--- config.mk ---
export PLATFORM = sky130hd
export DESIGN_NAME = divider
export DESIGN_NICKNAME = d
export VERILOG_FILES = /design/src/rtl/divider.sv
export SDC_FILE = /design/constraint.sdc
export NUM_CORES = 1
export LEC_CHECK = 0
export ABC_AREA = 1
export ABC_CLOCK_PERIOD_IN_PS = 4400
export BUFFER_PORTS_ARGS = -buffer_cell sky130_fd_sc_hd__buf_2
export CORE_ASPECT_RATIO = 1.1
export CORE_UTILIZATION = 30
export CTS_CLUSTER_SIZE = 8
export DETAILED_ROUTE_END_ITERATION = 8
export GPL_TIMING_DRIVEN = 1
export PLACE_DENSITY = 0.48
export SETUP_SLACK_MARGIN = 0.4
export SYNTH_ARGS = -nofsm -noshare
export SYNTH_HDL_FRONTEND = slang
export SYNTH_SLANG_ARGS = --single-unit
--- constraint.sdc ---
create_clock -name clk_in -period 4.4 [get_ports clk_in]
set_clock_uncertainty 0.2 [all_clocks]
set_input_delay 0.22 -clock clk_in [delete_from_list [all_inputs] [get_ports clk_in]]
set_output_delay 0.22 -clock clk_in [all_outputs]
set_load 0.02 [all_outputs]
--- src/rtl/divider.sv ---
// divider: restoring radix-2 unsigned divider, 2*WIDTH-bit dividend by WIDTH-bit divisor, valid/ready handshake.
// Define DIVIDER_DIVZERO_FAST_EN to finish divide-by-zero the cycle after accept instead of running the datapath.
module divider #(
  parameter int WIDTH = 40
) (
  input  logic                 clk_in,
  input  logic                 rst_n_in,
  input  logic                 valid_in,
  output logic                 ready_out,
  input  logic [2*WIDTH-1:0]   dividend_in,
  input  logic [WIDTH-1:0]     divisor_in,
  output logic                 valid_out,
  input  logic                 ready_in,
  output logic [2*WIDTH-1:0]   quotient_out,
  output logic [WIDTH-1:0]     remainder_out,
  output logic                 err_out
);
  localparam int CW = $clog2(2*WIDTH+1);
  typedef enum logic [1:0] {IDLE, BUSY, DONE} state_t;
  state_t state_q, state_d;
  logic [2*WIDTH-1:0] dq_q, dq_d;
  logic [WIDTH:0]     rem_q, rem_d;
  logic [WIDTH-1:0]   div_q, div_d;
  logic [CW-1:0]      cnt_q, cnt_d;
  logic               err_q, err_d;
  logic               accept, div_zero, fast_zero, ge;
  logic [WIDTH:0]     shifted, diff;
  assign accept   = valid_in && (state_q == IDLE);
  assign div_zero = (divisor_in == '0);
`ifdef DIVIDER_DIVZERO_FAST_EN
  assign fast_zero = div_zero;
`else
  assign fast_zero = 1'b0;
`endif
  // dq_q shifts dividend bits out of the top while quotient bits enter at the bottom
  assign shifted = (rem_q << 1) | {{WIDTH{1'b0}}, dq_q[2*WIDTH-1]};
  assign diff    = shifted - {1'b0, div_q};
  assign ge      = shifted >= {1'b0, div_q};
  always_ff @(posedge clk_in or negedge rst_n_in) begin
    if (!rst_n_in) state_q <= IDLE;
    else state_q <= state_d;
  end
  always_comb begin
    state_d = state_q;
    case (state_q)
      IDLE:    state_d = valid_in ? (fast_zero ? DONE : BUSY) : IDLE;
      BUSY:    state_d = (cnt_q == CW'(1)) ? DONE : BUSY;
      DONE:    state_d = ready_in ? IDLE : DONE;
      default: state_d = IDLE;
    endcase
  end
  always_comb begin
    ready_out = (state_q == IDLE);
    valid_out = (state_q == DONE);
  end
  always_comb begin
    dq_d  = dq_q;
    rem_d = rem_q;
    div_d = div_q;
    cnt_d = cnt_q;
    err_d = err_q;
    if (accept) begin
      dq_d  = fast_zero ? '1 : dividend_in;
      rem_d = fast_zero ? {1'b0, dividend_in[WIDTH-1:0]} : '0;
      div_d = divisor_in;
      cnt_d = fast_zero ? '0 : CW'(2*WIDTH);
      err_d = div_zero;
    end else if (state_q == BUSY) begin
      dq_d  = {dq_q[2*WIDTH-2:0], ge};
      rem_d = ge ? diff : shifted;
      cnt_d = cnt_q - CW'(1);
    end
  end
  always_ff @(posedge clk_in or negedge rst_n_in) begin
    if (!rst_n_in) begin
      dq_q  <= '0;
      rem_q <= '0;
      div_q <= '0;
      cnt_q <= '0;
      err_q <= 1'b0;
    end else begin
      dq_q  <= dq_d;
      rem_q <= rem_d;
      div_q <= div_d;
      cnt_q <= cnt_d;
      err_q <= err_d;
    end
  end
  assign quotient_out  = dq_q;
  assign remainder_out = rem_q[WIDTH-1:0];
  assign err_out       = err_q;
endmodule
### Yosys cells after proc, flatten, opt, wreduce, memory -nomap -nowiden

Cells that the tools add are included.

| cells by class | value |
|---|---|
| multiplexer cells | 11 |
| order comparisons | 1 |
| reductions and logical operators | 4 |
| equal/unequal tests | 3 |
| bitwise logic cells | 1 |
| add/subtract/negate cells | 2 |

Operator list:

| kind | count |
|---|---|
| 2-to-1 mux 80 bit | 2 |
| 2-to-1 mux 40 bit | 3 |
| >= comparator 41 x 40 -> 1 bit | 1 |
| bitwise OR 41 x 1 -> 41 bit | 1 |
| zero test 40 bit | 1 |
| subtractor 40 bit | 1 |
| 2-to-1 mux 7 bit | 2 |
| == test 7 x 1 -> 1 bit (second input constant) | 1 |
| subtractor 7 x 1 -> 7 bit (second input constant) | 1 |
| case mux 2 bit (3 select lines) | 1 |
| 2-to-1 mux 2 bit | 2 |
| == test 2 x 1 -> 1 bit (second input constant) | 1 |
| == test 2 bit (second input constant) | 1 |
| zero test 2 bit | 1 |
| nonzero test 2 bit | 1 |
| logical AND 1 bit | 1 |
| 2-to-1 mux 1 bit | 1 |

| word-level totals | value |
|---|---|
| register bits | 170 |
| input port bits | 124 |
| output and inout bits | 123 |

### Longest topological paths before layout

| depth | value |
|---|---|
| depth in word-level cells | 5 |
| mapped depth | 17 |
| mapped depth without buffers | 17 |

### Worst setup path before layout

Ideal clock, no wire load.

| timing | value |
|---|---|
| path kind | register to register |
| from | register rem_q[33] |
| to | register rem_q[1] |
| cell stages (with the launch flop) | 11 |
| buffers on the path | 1 |
| path slack | 2.101 ns |
| setup time | 0.130 ns |
| period minus slack after synthesis | 2.299 ns |
| data arrival time | 1.969 ns |
| data required time | 4.070 ns |
| cell sequence | dfrtp_1 ha_1 a21oi_2 o21ai_1 a21oi_1 nand2_2 nor2_4 buf_2 nand3_1 nand3_1 o21ai_1 |

| on the way | value |
|---|---|
| word-level cells in the longest chain between the ends | 5 |

RTL lines:

| element | RTL line | text |
|---|---|---|
| start, declared | 22 | `logic [WIDTH:0] rem_q, rem_d;` |
| start signal, assigned | 83 | `rem_q <= rem_d;` |
| bitwise OR 41 x 1 -> 41 bit | 36 | `assign shifted = (rem_q << 1) \| {{WIDTH{1'b0}}, dq_q[2*WIDTH-1]};` |
| >= comparator 41 x 40 -> 1 bit | 38 | `assign ge = shifted >= {1'b0, div_q};` |
| 2-to-1 mux 40 bit | 70 | `rem_d = ge ? diff : shifted;` |
| 2-to-1 mux 40 bit | 68 | `end else if (state_q == BUSY) begin` |
| 2-to-1 mux 40 bit | 62 | `if (accept) begin` |

No other way between the ends. The select of a mux whose other input is x is not followed.
A chain may end at the register's enable or synchronous reset.

### Final worst setup path

| timing | value |
|---|---|
| from | register rem_q[33] |
| to | register rem_q[33] |

The elaborated chain is that of the path after synthesis.

==> impl_metrics.toml <==
[run_status]
status = "finished, final reports clean"

[setup_path]
crit_arrival_ns = 3.58
slowest_delay_ns = 0.58
crit_path_start_kind = "register"
cp_num_buf_inv = 0
crit_required_ns = 4.54
crit_fanout = 41
crit_path_top_delay_cell = "nor2_4"
cpMostUsedCell = "nand2_1"
crit_family = "simple AND/OR/NAND/NOR gates"
worstPathCellList = "ha_1 -> a21oi_2 -> o21ai_1 -> a21oi_1 -> nand2_2 -> nor2_4 -> nand2_4 -> nand2_1 -> nand2_1 -> nand2_1 -> nand2_1"
crit_path_end_kind = "register"
crit_type = "register to register"
r2r_setup_slack_ns = 0.96

[synth]
postSynth.asyncResetShare = 1.00
yosys_register_bits = 170
syn_area_mm2 = 0.0108
synth_edf_count = 0
syn_inst = 1555
synth_warnings = 0
syn_area_per_cell_um2 = 6.97
synth.net_count = 1722
ys.flop_type = "dfrtp_1"
ys_seq_area_frac = 0.392
yosysUniqueCellTypes = 37

[cells_and_area]
utilization = 0.405
drive_gt1_frac = 0.160
area_growth_pct = 32.4
nNetsFinal = 2069
final_area_mm2 = 0.0144

[cts]
cts_buffer_depth = 2
cts.sinks = 170
worstSkewPairLatency_ns = 0.46
cts_setup_buffers = 0
ctsResizeCount = 0
path_clk_slew_ns = 0.07
cts-htree-levels = 4
tritoncts = "built"
root_buffer = "clkbuf_16"
cts_inserted_buffers = 17

[global_route]
grt_usage = 0.220
antenna_found_initial = 4
overflow = 0
grt_max_degree = 80
grt_first_pass_wirelength_um = 62400
grt_pass1_vias = 11561

[sta]
fmax_ghz = 0.291
tns_ns = 0
hold_viol = 0
final.min_clock_period_ns = 3.44
relSlewSlack = 0.227
worst-slew-pin-transition_ns = 1.16
rsz0062_at_grt = "false"
setup_viol = 0
layout_setup_ws_ns = 0.960
min_period_over_period = 0.782
drv_slew = 0

[die]
initial_utilization = 0.306
core_mm2 = 0.0354
chipWidth_um = 183
fp.dieH_um = 201
ios = 247
dieArea_mm2 = 0.0369
num_rows = 72

[detailed_routing]
wirelength_um = 40000
viasPerCell = 4.64
postRouteAntennaNets = 0
drt-pass1-iter-count = 5
vias = 11141
drtIter0Drc = 620
drcViolationCount = 0
wl_per_cell_um = 16.7

[power]
peakVddDrop_uv = 336
p_per_area_mw_per_mm2 = 927
power_mw = 13.3
power.leakage_nw = 7.76

[job]
cap_violations = 0

[placed_design]
port_buffers = 246
postPlaceCellArea_mm2 = 0.0125
dp_hpwl_um = 29500
place_congestion = 0.919
pre_cts_ws_ns = 0.601

[worst_hold_path]
hp-class = "primary input to register"
[where the power goes]
group          switching, mW  internal (mW)
logic                   5.81           3.04
clock network          0.701          0.863
registers              0.496           2.40
[cell usage in the layout, fill, tap and decap left out, types with 4 or more instances in the layout]
cell	instances
clkinv_2	9
dfrtp_1	170
o21ai_1	19
a21oi_1	25
nand2_1	528
o21ai_0	59
clkbuf_16	17
nor4_1	5
nand4_1	13
buf_4	10
nor2_1	78
inv_1	318
dlygate4sd3_1	122
nor2_2	5
xnor2_1	21
ha_1	42
o221ai_1	75
nand3_1	93
nor3_1	4
buf_2	245
nand3b_1	17
[final timing paths]
path	start	cells after the start	to
worst min register to register	err_out$_DFFE_PN0P_	2	err_out$_DFFE_PN0P_
max in group asynchronous	rst_n_in	3	div_q[34]$_DFFE_PN0P_
worst max register to register	rem_q[33]$_DFFE_PN0P_	11	rem_q[33]$_DFFE_PN0P_
worst max-delay path	rem_q[33]$_DFFE_PN0P_	11	rem_q[33]$_DFFE_PN0P_
worst min-delay path	valid_in	4	state_q[0]$_DFF_PN0_
min in group asynchronous	rst_n_in	2	div_q[10]$_DFFE_PN0P_
[area by class of cell]
type / count / area (um2)
multi-input cells: 1012 / 5150
clock buffers: 20 / 457
repair buffers: 379 / 2550
flip-flops and latches: 170 / 4250
diodes: 3 / 7.51
well taps: 481 / 602
clock inverters: 12 / 121
inverters: 322 / 1210
fillers: 3781 / 21000
[what timing repair did]
action / in CTS / in global routing
hold buffers: 122 / 0
hold endpoints to repair: 196 / 0
setup endpoints to repair: 0 / 5
[synthesized netlist by cell type, drive strengths merged, types with 2 or more instances]
library cell | instances | area, um2
and2 | 3 | 18.8
buf | 21 | 129
xnor2 | 21 | 184
o221ai | 75 | 657
clkbuf | 31 | 116
o21bai | 3 | 22.5
nor2 | 84 | 333
nand2 | 532 | 2020
nor4 | 5 | 31.3
dfrtp | 170 | 4250
o211ai | 3 | 22.5
nand4 | 13 | 81.3
nor3 | 4 | 20.0
inv | 322 | 1210
a21o | 2 | 15.0
a21oi | 26 | 134
o21ai | 78 | 390
a22oi | 2 | 15.0
ha | 42 | 526
nand3b | 17 | 128
nand3 | 94 | 475
o22ai | 2 | 12.5
[worst min-delay path: cells and delay by family]
family | cells | cell delay [ns]
buffers and inverters | 2 | 0.35
and+or+nand+nor | 2 | 0.17
[state kept, by name, summed over array words and instances (netlist names)]
name,cells
quotient_out,80
div_q,40
rem_q,40
cnt_q,7
state_q,2
err_out,1
[per-stage QoR]
step,instances,hold WS [ns]
6_report,2399,0.111
5_1_grt,2399,0.159
4_1_cts,2395,0.100
3_5_place_dp,2241,0.110
3_3_place_gp,2241,0.113
2_1_floorplan,1555,-0.276
[kinds of logic (layout without fill, tap and decap cells)]
| group | after synthesis | in the layout | synth area share |
|---|---|---|---|
| adders and majority gates | 43 | 43 | 0.0503 |
| xor gates and xnor gates | 22 | 22 | 0.0178 |
| DFF | 170 | 170 | 0.392 |
| and+or+nand+nor | 753 | 754 | 0.287 |
| AOI/OAI and AO/OA | 193 | 193 | 0.119 |
| other | 0 | 3 | 0 |
| buffers and inverters | 374 | 733 | 0.134 |
[routing by layer]
| layer | share of wire | vias to the layer above | global-route usage |
|---|---|---|---|
| li1 | - | 5588 | - |
| met1 | 0.44 | 5180 | 0.269 |
| met2 | 0.48 | 328 | 0.379 |
| met3 | 0.058 | 43 | 0.0463 |
| met4 | 0.025 | 2 | 0.0780 |
| met5 | 0.00028 | - | 0 |
No activity file was read; power rests on OpenSTA's default activity.
